--- config.mk ---
export PLATFORM = sky130hd
export DESIGN_NAME = read_pointer_handler
export DESIGN_NICKNAME = d
export VERILOG_FILES = /design/src/rtl/fifo_pkg.sv /design/src/rtl/sync_2ff.sv /design/src/rtl/read_pointer_handler.sv
export SDC_FILE = /design/constraint.sdc
export NUM_CORES = 1
export LEC_CHECK = 0
export BUFFER_PORTS_ARGS = -buffer_cell sky130_fd_sc_hd__buf_4
export CORE_UTILIZATION = 50
export CTS_BUF_LIST = sky130_fd_sc_hd__clkbuf_4 sky130_fd_sc_hd__clkbuf_8 sky130_fd_sc_hd__clkbuf_16
export CTS_CLUSTER_DIAMETER = 150
export DETAILED_ROUTE_END_ITERATION = 10
export GPL_ROUTABILITY_DRIVEN = 0
export PLACE_DENSITY = 0.75
export SLEW_MARGIN = 20
export SYNTH_ARGS = -nofsm -noshare
export SYNTH_HDL_FRONTEND = slang
export SYNTH_HIERARCHICAL = 1
export SYNTH_SLANG_ARGS = --single-unit
--- constraint.sdc ---
create_clock -name rclk -period 2.8 [get_ports rclk]
set_input_delay 0.56 -clock rclk [delete_from_list [all_inputs] [get_ports rclk]]
set_output_delay 0.56 -clock rclk [all_outputs]
set_load 0.01 [all_outputs]
--- src/rtl/fifo_pkg.sv ---
// ---------------------------------------------------------------------------
// fifo_pkg
// Shared definitions for the asynchronous FIFO pointer handlers:
//   PTRWIDTH_DEF : default address width (depth = 2**PTRWIDTH_DEF)
//   PTR_W        : pointer width including the extra wrap bit
//   ptr_t        : pointer type at the default width
//   bin2gray     : binary -> reflected Gray code
//   gray2bin     : reflected Gray code -> binary
// The conversion functions work on a 32-bit container. A narrower pointer is
// zero-extended on the way in and truncated on the way out. Leading zeros do
// not change either conversion.
// ---------------------------------------------------------------------------
package fifo_pkg;

    localparam int PTRWIDTH_DEF = 3;
    localparam int PTR_W        = PTRWIDTH_DEF + 1;

    typedef logic [PTR_W-1:0] ptr_t;

    function automatic logic [31:0] bin2gray(input logic [31:0] b);
        return b ^ (b >> 1);
    endfunction

    // Each binary bit is the XOR of all Gray bits at or above it.
    function automatic logic [31:0] gray2bin(input logic [31:0] g);
        logic [31:0] b;
        b = g;
        for (int i = 1; i < 32; i++) begin
            b = b ^ (g >> i);
        end
        return b;
    endfunction

endpackage

--- src/rtl/sync_2ff.sv ---
// ---------------------------------------------------------------------------
// sync_2ff
// Two-flop synchroniser for a Gray-coded pointer crossing clock domains.
// Both flops clear on an asynchronous active-high reset.
// Ports:
//   i_clk : destination-domain clock
//   i_rst : asynchronous active-high reset
//   i_d   : WIDTH-bit Gray pointer from the source domain
//   o_q   : synchronised pointer, two destination clocks late
// ---------------------------------------------------------------------------
module sync_2ff #(
    parameter int WIDTH = 4
) (
    input  logic             i_clk,
    input  logic             i_rst,
    input  logic [WIDTH-1:0] i_d,
    output logic [WIDTH-1:0] o_q
);

    logic [WIDTH-1:0] r_sync1;
    logic [WIDTH-1:0] r_sync2;

    always_ff @(posedge i_clk or posedge i_rst) begin
        if (i_rst) begin
            r_sync1 <= '0;
            r_sync2 <= '0;
        end else begin
            r_sync1 <= i_d;
            r_sync2 <= r_sync1;
        end
    end

    assign o_q = r_sync2;

endmodule

--- src/rtl/read_pointer_handler.sv ---
// ---------------------------------------------------------------------------
// read_pointer_handler
// Read-domain pointer and status logic for an asynchronous FIFO. This block:
//   - synchronises the write Gray pointer into rclk,
//   - keeps the binary and Gray read pointers,
//   - registers empty, the read-side fill level and a read-underflow pulse.
// Optional build macro: ALMOST_EMPTY_EN adds the almost_empty output and the
// AE_THRESH parameter.
// Ports:
//   rclk         : read clock
//   rrst         : asynchronous active-high reset
//   r_en         : read request
//   g_wptr       : write Gray pointer, unsynchronised, from the wclk domain
//   b_rptr       : binary read pointer; its low PTRWIDTH bits are the RAM address
//   g_rptr       : registered Gray read pointer, sent to the write side
//   empty        : registered empty flag
//   rlevel       : registered occupancy seen from the read side (0..2**PTRWIDTH)
//   rd_err       : one-cycle pulse when r_en is sampled while empty
//   almost_empty : rlevel <= AE_THRESH (ALMOST_EMPTY_EN builds only)
// ---------------------------------------------------------------------------
module read_pointer_handler
    import fifo_pkg::*;
#(
    parameter int PTRWIDTH = PTRWIDTH_DEF
`ifdef ALMOST_EMPTY_EN
    ,
    parameter int AE_THRESH = 1
`endif
) (
    input  logic                rclk,
    input  logic                rrst,
    input  logic                r_en,
    input  logic [PTRWIDTH:0]   g_wptr,
    output logic [PTRWIDTH:0]   b_rptr,
    output logic [PTRWIDTH:0]   g_rptr,
    output logic                empty,
    output logic [PTRWIDTH:0]   rlevel,
    output logic                rd_err
`ifdef ALMOST_EMPTY_EN
    ,
    output logic                almost_empty
`endif
);

    localparam int PW = PTRWIDTH + 1;

    logic [PW-1:0] r_b_rptr;
    logic [PW-1:0] r_g_rptr;
    logic          r_empty;
    logic [PW-1:0] r_rlevel;
    logic          r_rd_err;

    logic          w_rd_ok;
    logic [PW-1:0] w_b_next;
    logic [PW-1:0] w_g_next;
    logic [PW-1:0] w_g_wptr_sync;
    logic [PW-1:0] w_b_wptr_s;
    logic [PW-1:0] w_level_next;

    sync_2ff #(
        .WIDTH (PW)
    ) u_sync_wptr (
        .i_clk (rclk),
        .i_rst (rrst),
        .i_d   (g_wptr),
        .o_q   (w_g_wptr_sync)
    );

    // A read is only accepted when not empty, so the pointer can never pass
    // the synchronised write pointer.
    assign w_rd_ok      = r_en & ~r_empty;
    assign w_b_next     = r_b_rptr + {{(PW-1){1'b0}}, w_rd_ok};
    assign w_g_next     = PW'(bin2gray(32'(w_b_next)));
    assign w_b_wptr_s   = PW'(gray2bin(32'(w_g_wptr_sync)));
    // The wrap bit makes a completely full FIFO (2**PTRWIDTH) representable.
    assign w_level_next = w_b_wptr_s - w_b_next;

    // empty and rlevel use the next pointer, so the read that drains the
    // FIFO raises empty on the same edge that accepts it.
    always_ff @(posedge rclk or posedge rrst) begin
        if (rrst) begin
            r_b_rptr <= '0;
            r_g_rptr <= '0;
            r_empty  <= 1'b1;
            r_rlevel <= '0;
            r_rd_err <= 1'b0;
        end else begin
            r_b_rptr <= w_b_next;
            r_g_rptr <= w_g_next;
            r_empty  <= (w_g_next == w_g_wptr_sync);
            r_rlevel <= w_level_next;
            r_rd_err <= r_en & r_empty;
        end
    end

    assign b_rptr = r_b_rptr;
    assign g_rptr = r_g_rptr;
    assign empty  = r_empty;
    assign rlevel = r_rlevel;
    assign rd_err = r_rd_err;

`ifdef ALMOST_EMPTY_EN
    logic r_almost_empty;
    logic w_ae_next;

    assign w_ae_next = ({{(32-PW){1'b0}}, w_level_next} <= $unsigned(AE_THRESH));

    always_ff @(posedge rclk or posedge rrst) begin
        if (rrst) begin
            r_almost_empty <= 1'b1;
        end else begin
            r_almost_empty <= w_ae_next;
        end
    end

    assign almost_empty = r_almost_empty;
`endif

endmodule

==> results.sh, run 1 <==
export IMPL_seqPwrFrac_pct=36.0
export IMPL_dp_cells=108
export IMPL_synth_simple_area_share_pct=7.00
export IMPL_clk_latency_ns=0.29
export IMPL_grt_total_usage_pct=14.8
export IMPL_tightest_slew_ns=0.492
export IMPL_path_max_fanout=6
export IMPL_tns_ns=0
export IMPL_switchingPower_w=0.000477
export IMPL_critPathBufInv=0
export IMPL_synth_edf_count=0
export IMPL_portBuffers=20
export IMPL_grt_pass1_wl_mm=1.99
export IMPL_cts_buffer_depth=2
export IMPL_fillers=118
export IMPL_power_density_nw_per_um2=1180
export IMPL_grt_util_met2_pct=24.7
export IMPL_path_delay_family="XOR/XNOR gates"
export IMPL_p_leak_nw=0.527
export IMPL_row_count=14
export IMPL_intPower_w=0.000803
export IMPL_seq_area_frac_synth_pct=59.0
export IMPL_ant_nets=0
export IMPL_pwr_share_clk_pct=10.9
export IMPL_path_cells="xor2_1 > xnor2_1 > xor2_1 > ha_1 > nand2b_1 > a22oi_1 > o21ai_0 > nand3_1 > xnor2_1"
export IMPL_peakVddDrop_uv=676
export IMPL_dieArea_um2=1960
export IMPL_cp_arrival_ns=2.41
export IMPL_cap_violations=0
export IMPL_synthMuxAreaShare_pct=2.24
export IMPL_cp_end_kind="flip-flop"
export IMPL_clock_sinks=21
export IMPL_synth_xor_area_share_pct=18.3
export IMPL_synth_top_family_by_area="XOR/XNOR gates"
export IMPL_postCtsResizedCells=0
export IMPL_yosysTopAreaCell="dfrtp_1"
export IMPL_die_w_um=44.3
export IMPL_setup_viol=0
export IMPL_grt_util_met1_pct=18.0
export IMPL_slowest_delay_ns=0.42
export IMPL_antenna_found_initial=0
export IMPL_skew_ns=0.00231
export IMPL_start_util_pct=56.0
export IMPL_drt_iter0_drc=4
export IMPL_diodes=0
export IMPL_netlist_area_leader_share_pct=56.0
export IMPL_fin_cells=112
export IMPL_max_freq_ghz=0.457
export IMPL_nNetsFinal=101
export IMPL_min_period_ns=2.19
export IMPL_min_path_type="in2async"
export IMPL_crit_slowest_cell="dfrtp_1"
export IMPL_root_buffer="clkbuf_4"
export IMPL_core_area_um2=1590
export IMPL_synth_most_common_cell="dfrtp_1"
export IMPL_maxSlewHeadroom_pct=67.2
export IMPL_path_clk_slew_ns=0.11
export IMPL_syn_inst=67
export IMPL_wl_per_cell_um=10.7
export IMPL_yosys_top_cells_count="dfrtp_1, xnor2_1, xor2_1, ha_1, inv_1"
export IMPL_status="finished, final reports clean"
export IMPL_vias=505
export IMPL_finalMaxSlewViolations=0
export IMPL_ys_warn_count=6
export IMPL_fin_util_pct=67.8
export IMPL_area_growth_syn_to_layout_pct=21.0
export IMPL_yosys_most_used_dff="dfrtp_1"
export IMPL_synthTopCellsByArea="dfrtp_1, xnor2_1, ha_1"
export IMPL_io_pins=21
export IMPL_holdBufCountCts=0
export IMPL_crit_required_ns=3.02
export IMPL_grt_max_degree=14
export IMPL_startpoint_type="flip-flop"
export IMPL_post_cts_buffers=0
export IMPL_syn_avg_cell_area_um2=13.3
export IMPL_syn_nets=79
export IMPL_drc_errors=0
export IMPL_routed_wl_mm=1.20
export IMPL_first_global_vias=477
export IMPL_use_met3_pct=3.67
export IMPL_rsz0062_at_grt="no"
export IMPL_synth_seq_cells=21
export IMPL_synth_compound_area_share_pct=2.10
export IMPL_die_h_um=44.3
export IMPL_ys_types=21
export IMPL_holdWs_ns=0.187
export IMPL_tritoncts="yes"
export IMPL_cts_buffers_inserted=3
export IMPL_grt_overflow=0
export IMPL_h_tree_depth=1
export IMPL_dp_hpwl_um=942
export IMPL_grt_busiest_layer="met2"
export IMPL_drive_gt1_share_pct=30.7
export IMPL_async_flop_share_pct=100
export IMPL_synth_adder_area_share_pct=7.00
export IMPL_viasPerCell=4.51
export IMPL_hold_viol=0
export IMPL_power_frac_comb_pct=53.1
export IMPL_first_pass_iters=6
export IMPL_setup_worst_path_class="reg2reg"
export IMPL_p_sw_share_pct=37.3
export IMPL_syn_area_um2=893
export IMPL_period_share_pct=78.1
==> layer usage <==
metal | routed length [um] | up-vias | part of all wire, %
met1 | 542 | 240 | 45
met4 | 0 | 0 | 0
li1 | - | 250 | -
met3 | 57 | 0 | 4.7
met2 | 602 | 15 | 50
met5 | 0 | - | 0
==> layout by cell type, fill, tap and decap left out <==
cell type  count
dfrtp_1       20
buf_4         20
xnor2_1        8
xor2_1         7
inv_1          5
ha_1           5
clkbuf_4       3
nand3_1        2
xor2_2         2
nand2_1        2
mux2i_1        2
nand2b_1       2
nor2b_1        1
and4b_1        1
and2_1         1
a22oi_1        1
o21ai_0        1
nor2_1         1
nor4_1         1
a31oi_1        1
clkinv_2       1
dfstp_2        1
==> stage by stage <==
step	area, um^2	setup WS (ns)	power [W]
floorplan	893	0.781	0.000952
global placement	1050	0.611	0.00114
detailed placement	1050	0.575	0.00116
CTS	1080	0.606	0.00130
global route	1080	0.453	0.00139
finish	1080	0.613	0.00128
==> final timing paths <==
check,startpoint,endpoint,slack (ns),depth (start not counted)
max in group asynchronous,rrst,empty$_DFF_PP1_,2.16,2
hold / removal,rrst,u_sync_wptr/r_sync1[0]$_DFF_PP0_,0.19,2
min in group rclk,g_wptr[3],u_sync_wptr/r_sync1[3]$_DFF_PP0_,0.36,1
setup reg to reg,u_sync_wptr/o_q[2]$_DFF_PP0_,rlevel[3]$_DFF_PP0_,0.61,9
setup / recovery,u_sync_wptr/o_q[2]$_DFF_PP0_,rlevel[3]$_DFF_PP0_,0.61,9
hold reg to reg,u_sync_wptr/r_sync1[1]$_DFF_PP0_,u_sync_wptr/o_q[1]$_DFF_PP0_,0.36,0
==> final cells by class <==
class	count	area, um^2	area share (%)
Sequential cell	21	527	48.7
Multi-Input combinational cell	38	328	30.3
Timing Repair Buffer	20	150	13.9
Tap cell	24	30.0	2.78
Clock buffer	3	22.5	2.08
Inverter	5	18.8	1.74
Clock inverter	1	5.00	0.463
==> power by group through the flow <==
stage	Clock (W)	Sequential, W	Combinational (W)
2_1_floorplan	0	0.000508	0.000444
3_3_place_gp	0	0.000467	0.000678
3_5_place_dp	0	0.000469	0.000692
4_1_cts	0.000145	0.000463	0.000695
5_1_grt	0.000160	0.000471	0.000758
6_report	0.000139	0.000461	0.000680
==> sequential cells by signal (all words and copies together) (netlist names) <==
signal and cells:
g_rptr 3, rd_err 1, empty 1, rlevel 4
u_sync_wptr/r_sync1 4, u_sync_wptr/o_q 4, b_rptr 4
==> logic make-up (layout without fill, tap and decap cells) <==
family	Yosys count	in the layout
compound gates	3	3
mux	2	2
buf+inv	8	29
fa+ha+maj	5	5
flops	21	21
xor+xnor	17	17
simple gates	11	11
(Power assumes the default switching activity.)
==> run 2, diff against run 1 <==
--- a/config.mk
+++ b/config.mk
@@ -6,12 +6,12 @@
 export NUM_CORES = 1
 export LEC_CHECK = 0
 export BUFFER_PORTS_ARGS = -buffer_cell sky130_fd_sc_hd__buf_4
-export CORE_UTILIZATION = 50
+export CORE_UTILIZATION = 46
 export CTS_BUF_LIST = sky130_fd_sc_hd__clkbuf_4 sky130_fd_sc_hd__clkbuf_8 sky130_fd_sc_hd__clkbuf_16
 export CTS_CLUSTER_DIAMETER = 150
 export DETAILED_ROUTE_END_ITERATION = 10
 export GPL_ROUTABILITY_DRIVEN = 0
-export PLACE_DENSITY = 0.75
+export PLACE_DENSITY = 0.73
 export SLEW_MARGIN = 20
 export SYNTH_ARGS = -nofsm -noshare
 export SYNTH_HDL_FRONTEND = slang
==> constraint.sdc (replaced) <==
create_clock -name rclk -period 2 [get_ports rclk]
set_input_delay 0.4 -clock rclk [delete_from_list [all_inputs] [get_ports rclk]]
set_output_delay 0.4 -clock rclk [all_outputs]
set_load 0.01 [all_outputs]
==> run 2 against run 1 <==
  * Setup slack got worse by 0.53 ns
  * Sequential share of layout area decreased by 3.5 points
  * Clock power increased by 48%
  * Die area increased by 8.3%
  * Wire length increased by 16%
  * Utilization decreased by 1.8 points
  * Sequential cell count unchanged
  * Worst hold slack got worse by 0.16 ns
  * Cell area increased by 7.8%
  * Highest routed layer is now met4
==> results.sh, run 2 (same netlist as run 1, synthesis figures left out) <==
export IMPL_status="finished, final reports clean"
export IMPL_rr_endpoint="rlevel[3]$_DFF_PP0_"
export IMPL_vias=542
export IMPL_r2r_start="empty$_DFF_PP1_"
export IMPL_nNetsFinal=105
export IMPL_cap_violations=0
export IMPL_fillers=147
export IMPL_row_count=15
export IMPL_path_clk_slew_ns=0.11
export IMPL_core_area_um2=1760
export IMPL_multiInputGateArea_um2=378
export IMPL_dp_slack_ns=-0.0239
export IMPL_seqPwrFrac_pct=34.4
export IMPL_hold_viol=0
export IMPL_power_density_nw_per_um2=1660
export IMPL_drc_errors=0
export IMPL_h_tree_depth=1
export IMPL_period_share_pct=95.9
export IMPL_start_util_pct=50.6
export IMPL_portBuffers=20
export IMPL_path_cells="nor2b_1 > ha_2 > ha_4 > buf_4 > nor4_1 > a31oi_1 > nand3_1 > xnor2_1"
export IMPL_first_pass_iters=3
export IMPL_switchingPower_w=0.000701
export IMPL_startpoint_type="flip-flop"
export IMPL_area_sequential_um2=527
export IMPL_tns_ns=0
export IMPL_cts_buffers_inserted=3
export IMPL_maxSlewHeadroom_pct=67.3
export IMPL_tightest_slew_ns=0.490
export IMPL_dieArea_um2=2120
export IMPL_slowest_delay_ns=0.57
export IMPL_routed_wl_mm=1.39
export IMPL_min_path_type="in2async"
export IMPL_path_max_fanout=4
export IMPL_p_leak_nw=0.550
export IMPL_crit_slowest_cell="dfstp_2"
export IMPL_die_w_um=46.1
export IMPL_area_growth_syn_to_layout_pct=30.4
export IMPL_intPower_w=0.00123
export IMPL_antenna_found_initial=0
export IMPL_drt_iter0_drc=2
export IMPL_layout_setup_ws_ns=0.0814
export IMPL_fin_util_pct=66.0
export IMPL_dp_hpwl_mm=1.03
export IMPL_first_global_vias=525
export IMPL_cts_buffer_depth=2
export IMPL_diodes=0
export IMPL_setup_viol=0
export IMPL_grt_total_usage_pct=14.6
export IMPL_r2r_cells=8
export IMPL_drive_gt1_share_pct=41.3
export IMPL_power_frac_comb_pct=55.0
export IMPL_p_sw_share_pct=36.3
export IMPL_setup_worst_path_class="reg2reg"
export IMPL_cp_end_kind="flip-flop"
export IMPL_holdBufCountCts=0
export IMPL_final_common_cell="buf_4"
export IMPL_viasPerCell=4.63
export IMPL_finalMaxSlewViolations=0
export IMPL_grt_overflow=0
export IMPL_die_h_um=46.1
export IMPL_tritoncts="yes"
export IMPL_p_total_w=0.00193
export IMPL_clk_latency_ns=0.29
export IMPL_grt_pass1_wl_mm=2.10
export IMPL_wl_per_cell_um=11.9
export IMPL_io_pins=21
export IMPL_peakVddDrop_uv=886
export IMPL_min_period_ns=1.92
export IMPL_max_freq_ghz=0.521
export IMPL_clock_sinks=21
export IMPL_layout_common_cells="buf_4, dfrtp_1, xnor2_1, xor2_1, inv_1"
export IMPL_pwr_share_clk_pct=10.7
export IMPL_ant_nets=0
export IMPL_root_buffer="clkbuf_4"
export IMPL_crit_required_ns=2.22
export IMPL_skew_ns=0.00537
export IMPL_grt_max_degree=14
export IMPL_reg2reg_slack_ns=0.08
export IMPL_cp_arrival_ns=2.14
==> run 2: cell types whose count changed in the layout (fill, tap and decap cells not counted), sizes merged <==
cell    previous run  this run
clkinv             1         0
clkbuf             3         4
buf               20        24
==> run 2: power by group through the flow <==
stage          Combinational [W]  Sequential [W]  Clock [W]
6_report                 0.00106        0.000665   0.000206
5_1_grt                  0.00119        0.000684   0.000234
4_1_cts                  0.00100        0.000651   0.000218
3_5_place_dp            0.000999        0.000661          0
3_3_place_gp            0.000981        0.000658          0
2_1_floorplan           0.000621        0.000711          0
==> run 2: repair_timing <==
action                                  4_1_cts  5_1_grt
buffers inserted                              0        1
endpoints found under the setup margin        0        3
resized for setup                             0        8
==> run 2: how the worst max path moves through the flow <==
stage / startpoint / endpoint / cells past startpoint
after floorplan: empty$_DFF_PP1_ / rlevel[2]$_DFF_PP0_ / 8
after detailed placement: r_en / rlevel[3]$_DFF_PP0_ / 9
after global placement: r_en / empty$_DFF_PP1_ / 8
after global routing: u_sync_wptr/o_q[3]$_DFF_PP0_ / rlevel[3]$_DFF_PP0_ / 9
final: empty$_DFF_PP1_ / rlevel[3]$_DFF_PP0_ / 8
after CTS: empty$_DFF_PP1_ / rlevel[3]$_DFF_PP0_ / 8
==> run 2: cell type report <==
class	instances	area share, %
clock buffer	4	2.58
inverter	5	1.61
multi-input combinational	38	32.4
sequential	21	45.2
tap	25	2.69
timing repair buffer	24	15.5
==> run 2: critical path: cells and delay by family (launching register included) <==
| family | cells | cell delay (ns) |
|---|---|---|
| AO/OA/AOI/OAI | 1 | 0.09 |
| XOR/XNOR | 1 | 0.12 |
| adder cells (fa/ha/maj) | 2 | 0.41 |
| buffers and inverters | 1 | 0.15 |
| flip-flops | 1 | 0.57 |
| AND/OR/NAND/NOR | 3 | 0.51 |
==> run 2: metrics by stage <==
stage | instance area, um^2 | cells | hold slack, ns
floorplan | 893 | 67 | 0.216
global placement | 1080 | 112 | 0.333
detailed placement | 1080 | 112 | 0.337
CTS | 1110 | 116 | 0.0330
global route | 1160 | 117 | 0.0555
finish | 1160 | 117 | 0.0305
==> run 2: layer usage <==
metal	up-vias	wire length (um)	GRT usage, %
met3	2	57	3.92
met1	262	537	16.6
li1	262	-	-
met5	-	0	0
met2	16	782	24.8
met4	0	12	7.65
==> run 3, diff against run 2 <==
--- a/config.mk
+++ b/config.mk
@@ -11,7 +11,7 @@
 export CTS_CLUSTER_DIAMETER = 150
 export DETAILED_ROUTE_END_ITERATION = 10
 export GPL_ROUTABILITY_DRIVEN = 0
-export PLACE_DENSITY = 0.73
+export PLACE_DENSITY = 0.79
 export SLEW_MARGIN = 20
 export SYNTH_ARGS = -nofsm -noshare
 export SYNTH_HDL_FRONTEND = slang
==> run 3 against run 2 <==
  * Clock skew down 0.0033 ns
  * Via count increased by 2.0%
  * Sequential cell count stayed put
  * Clock-buffer cell count shrank 1
  * Non-clock buffer count is 3 higher
  * Critical path depth rose by 1
  * Utilization increased by 2.1 points
  * Register-to-register slack is essentially flat
  * Highest routed layer unchanged
==> results.sh, run 3 (same netlist as run 1, synthesis figures left out) <==
export IMPL_status="finished, final reports clean"
export IMPL_peakVddDrop_uv=1010
export IMPL_antenna_found_initial=0
export IMPL_layout_setup_ws_ns=0.0941
export IMPL_crit_slowest_cell="dfrtp_1"
export IMPL_cts_buffer_depth=2
export IMPL_vias=553
export IMPL_drc_errors=0
export IMPL_first_pass_iters=3
export IMPL_path_max_fanout=4
export IMPL_rsz0062_at_grt="yes"
export IMPL_crit_required_ns=2.21
export IMPL_min_period_ns=1.91
export IMPL_holdBufCountCts=0
export IMPL_grt_max_degree=14
export IMPL_max_freq_ghz=0.525
export IMPL_grt_overflow=0
export IMPL_cp_end_kind="flip-flop"
export IMPL_p_leak_nw=0.571
export IMPL_dieArea_um2=2120
export IMPL_h_tree_depth=1
export IMPL_place_area_um2=1090
export IMPL_period_share_pct=95.3
export IMPL_die_w_um=46.1
export IMPL_setup_worst_path_class="reg2reg"
export IMPL_area_growth_syn_to_layout_pct=34.6
export IMPL_drt_iter0_drc=9
export IMPL_skew_ns=0.00210
export IMPL_startpoint_type="flip-flop"
export IMPL_maxSlewHeadroom_pct=65.2
export IMPL_cap_violations=0
export IMPL_cts_buffers_inserted=3
export IMPL_clock_sinks=21
export IMPL_layout_common_cells="buf_4, dfrtp_1, xnor2_1, inv_1, xor2_1"
export IMPL_slowest_delay_ns=0.43
export IMPL_row_count=15
export IMPL_path_cells="xor2_2 > xnor2_2 > xor2_1 > ha_2 > nand2b_4 > a22oi_2 > o21ai_1 > nand3_1 > xnor2_1"
export IMPL_tritoncts="yes"
export IMPL_final_common_cell="buf_4"
export IMPL_start_util_pct=50.6
export IMPL_viasPerCell=4.61
export IMPL_r2r_cells=9
export IMPL_drive_gt1_share_pct=45.3
export IMPL_routed_wl_mm=1.45
export IMPL_io_pins=21
export IMPL_hold_viol=0
export IMPL_root_buffer="clkbuf_4"
export IMPL_nNetsFinal=108
export IMPL_diodes=0
export IMPL_first_global_vias=529
export IMPL_tightest_slew_ns=0.521
export IMPL_min_path_type="in2async"
export IMPL_cp_arrival_ns=2.11
export IMPL_dp_slack_ns=-0.0865
export IMPL_setup_viol=0
export IMPL_ant_nets=0
export IMPL_wl_per_cell_um=12.0
export IMPL_core_area_um2=1760
export IMPL_grt_total_usage_pct=15.6
export IMPL_clk_latency_ns=0.31
export IMPL_portBuffers=20
export IMPL_path_clk_slew_ns=0.11
export IMPL_fillers=145
export IMPL_finalMaxSlewViolations=0
export IMPL_power_density_nw_per_um2=1710
export IMPL_grt_pass1_wl_mm=2.15
export IMPL_fin_area_um2=1200
export IMPL_die_h_um=46.1
export IMPL_dp_hpwl_mm=1.10
-- run 3: layout make-up --
cell class,count,area (um^2),share of cell area [%]
timing repair buffer,27,203,16.9
multi-input combinational,38,395,32.9
clock buffer,3,22.5,1.87
sequential,21,527,43.8
clock inverter,1,5.00,0.416
inverter,5,18.8,1.56
tap,25,31.3,2.60
-- run 3: critical path: cells and delay by family (launching register included) --
kind	cells	cell delay (ns)
AOI/OAI and AO/OA	2	0.16
xor gates and xnor gates	4	0.74
adders and majority gates	1	0.23
DFF	1	0.43
and+or+nand+nor	2	0.26
-- run 3: layer usage --
metal	routed length [um]	GRT usage (%)	up-vias
li1	-	-	263
met1	570	17.9	268
met2	774	26.5	19
met3	72	4.71	3
met4	28	7.06	0
met5	0	0	-
-- run 3: worst paths after layout --
| check | start | end | slack (ns) |
|---|---|---|---|
| worst max-delay path | u_sync_wptr/o_q[3]$_DFF_PP0_ | rlevel[3]$_DFF_PP0_ | 0.09 |
| worst min-delay path | rrst | u_sync_wptr/r_sync1[2]$_DFF_PP0_ | 0.02 |
| worst max register to register | u_sync_wptr/o_q[3]$_DFF_PP0_ | rlevel[3]$_DFF_PP0_ | 0.09 |
| worst min register to register | u_sync_wptr/r_sync1[3]$_DFF_PP0_ | u_sync_wptr/o_q[3]$_DFF_PP0_ | 0.36 |
| max in group asynchronous | rrst | empty$_DFF_PP1_ | 1.52 |
| min in group rclk | g_wptr[1] | u_sync_wptr/r_sync1[1]$_DFF_PP0_ | 0.19 |
-- run 3: report_power, final --
group	switching [W]	total [W]	internal, W
clock network	0.000129	0.000204	0.0000748
registers	0.0000926	0.000660	0.000568
logic	0.000541	0.00119	0.000647
total	0.000762	0.00205	0.00129
-- run 3: per-stage QoR --
step	util, %	total power, W	instances	hold WS [ns]	TNS [ns]
floorplan	-	0.00133	67	0.216	0
global placement	61.9	0.00169	114	0.331	-0.00506
detailed placement	61.9	0.00172	114	0.337	-0.134
CTS	66.1	0.00199	119	0.0215	0
global route	68.2	0.00220	120	0.0492	-0.0747
finish	68.2	0.00205	120	0.0164	0
-- run 3: timing repair --
| item | 4_1_cts | 5_1_grt |
|---|---|---|
| resized for setup | 4 | 7 |
| buffers inserted | 1 | 1 |
| pin swaps | 0 | 7 |
| setup endpoints to repair | 1 | 2 |
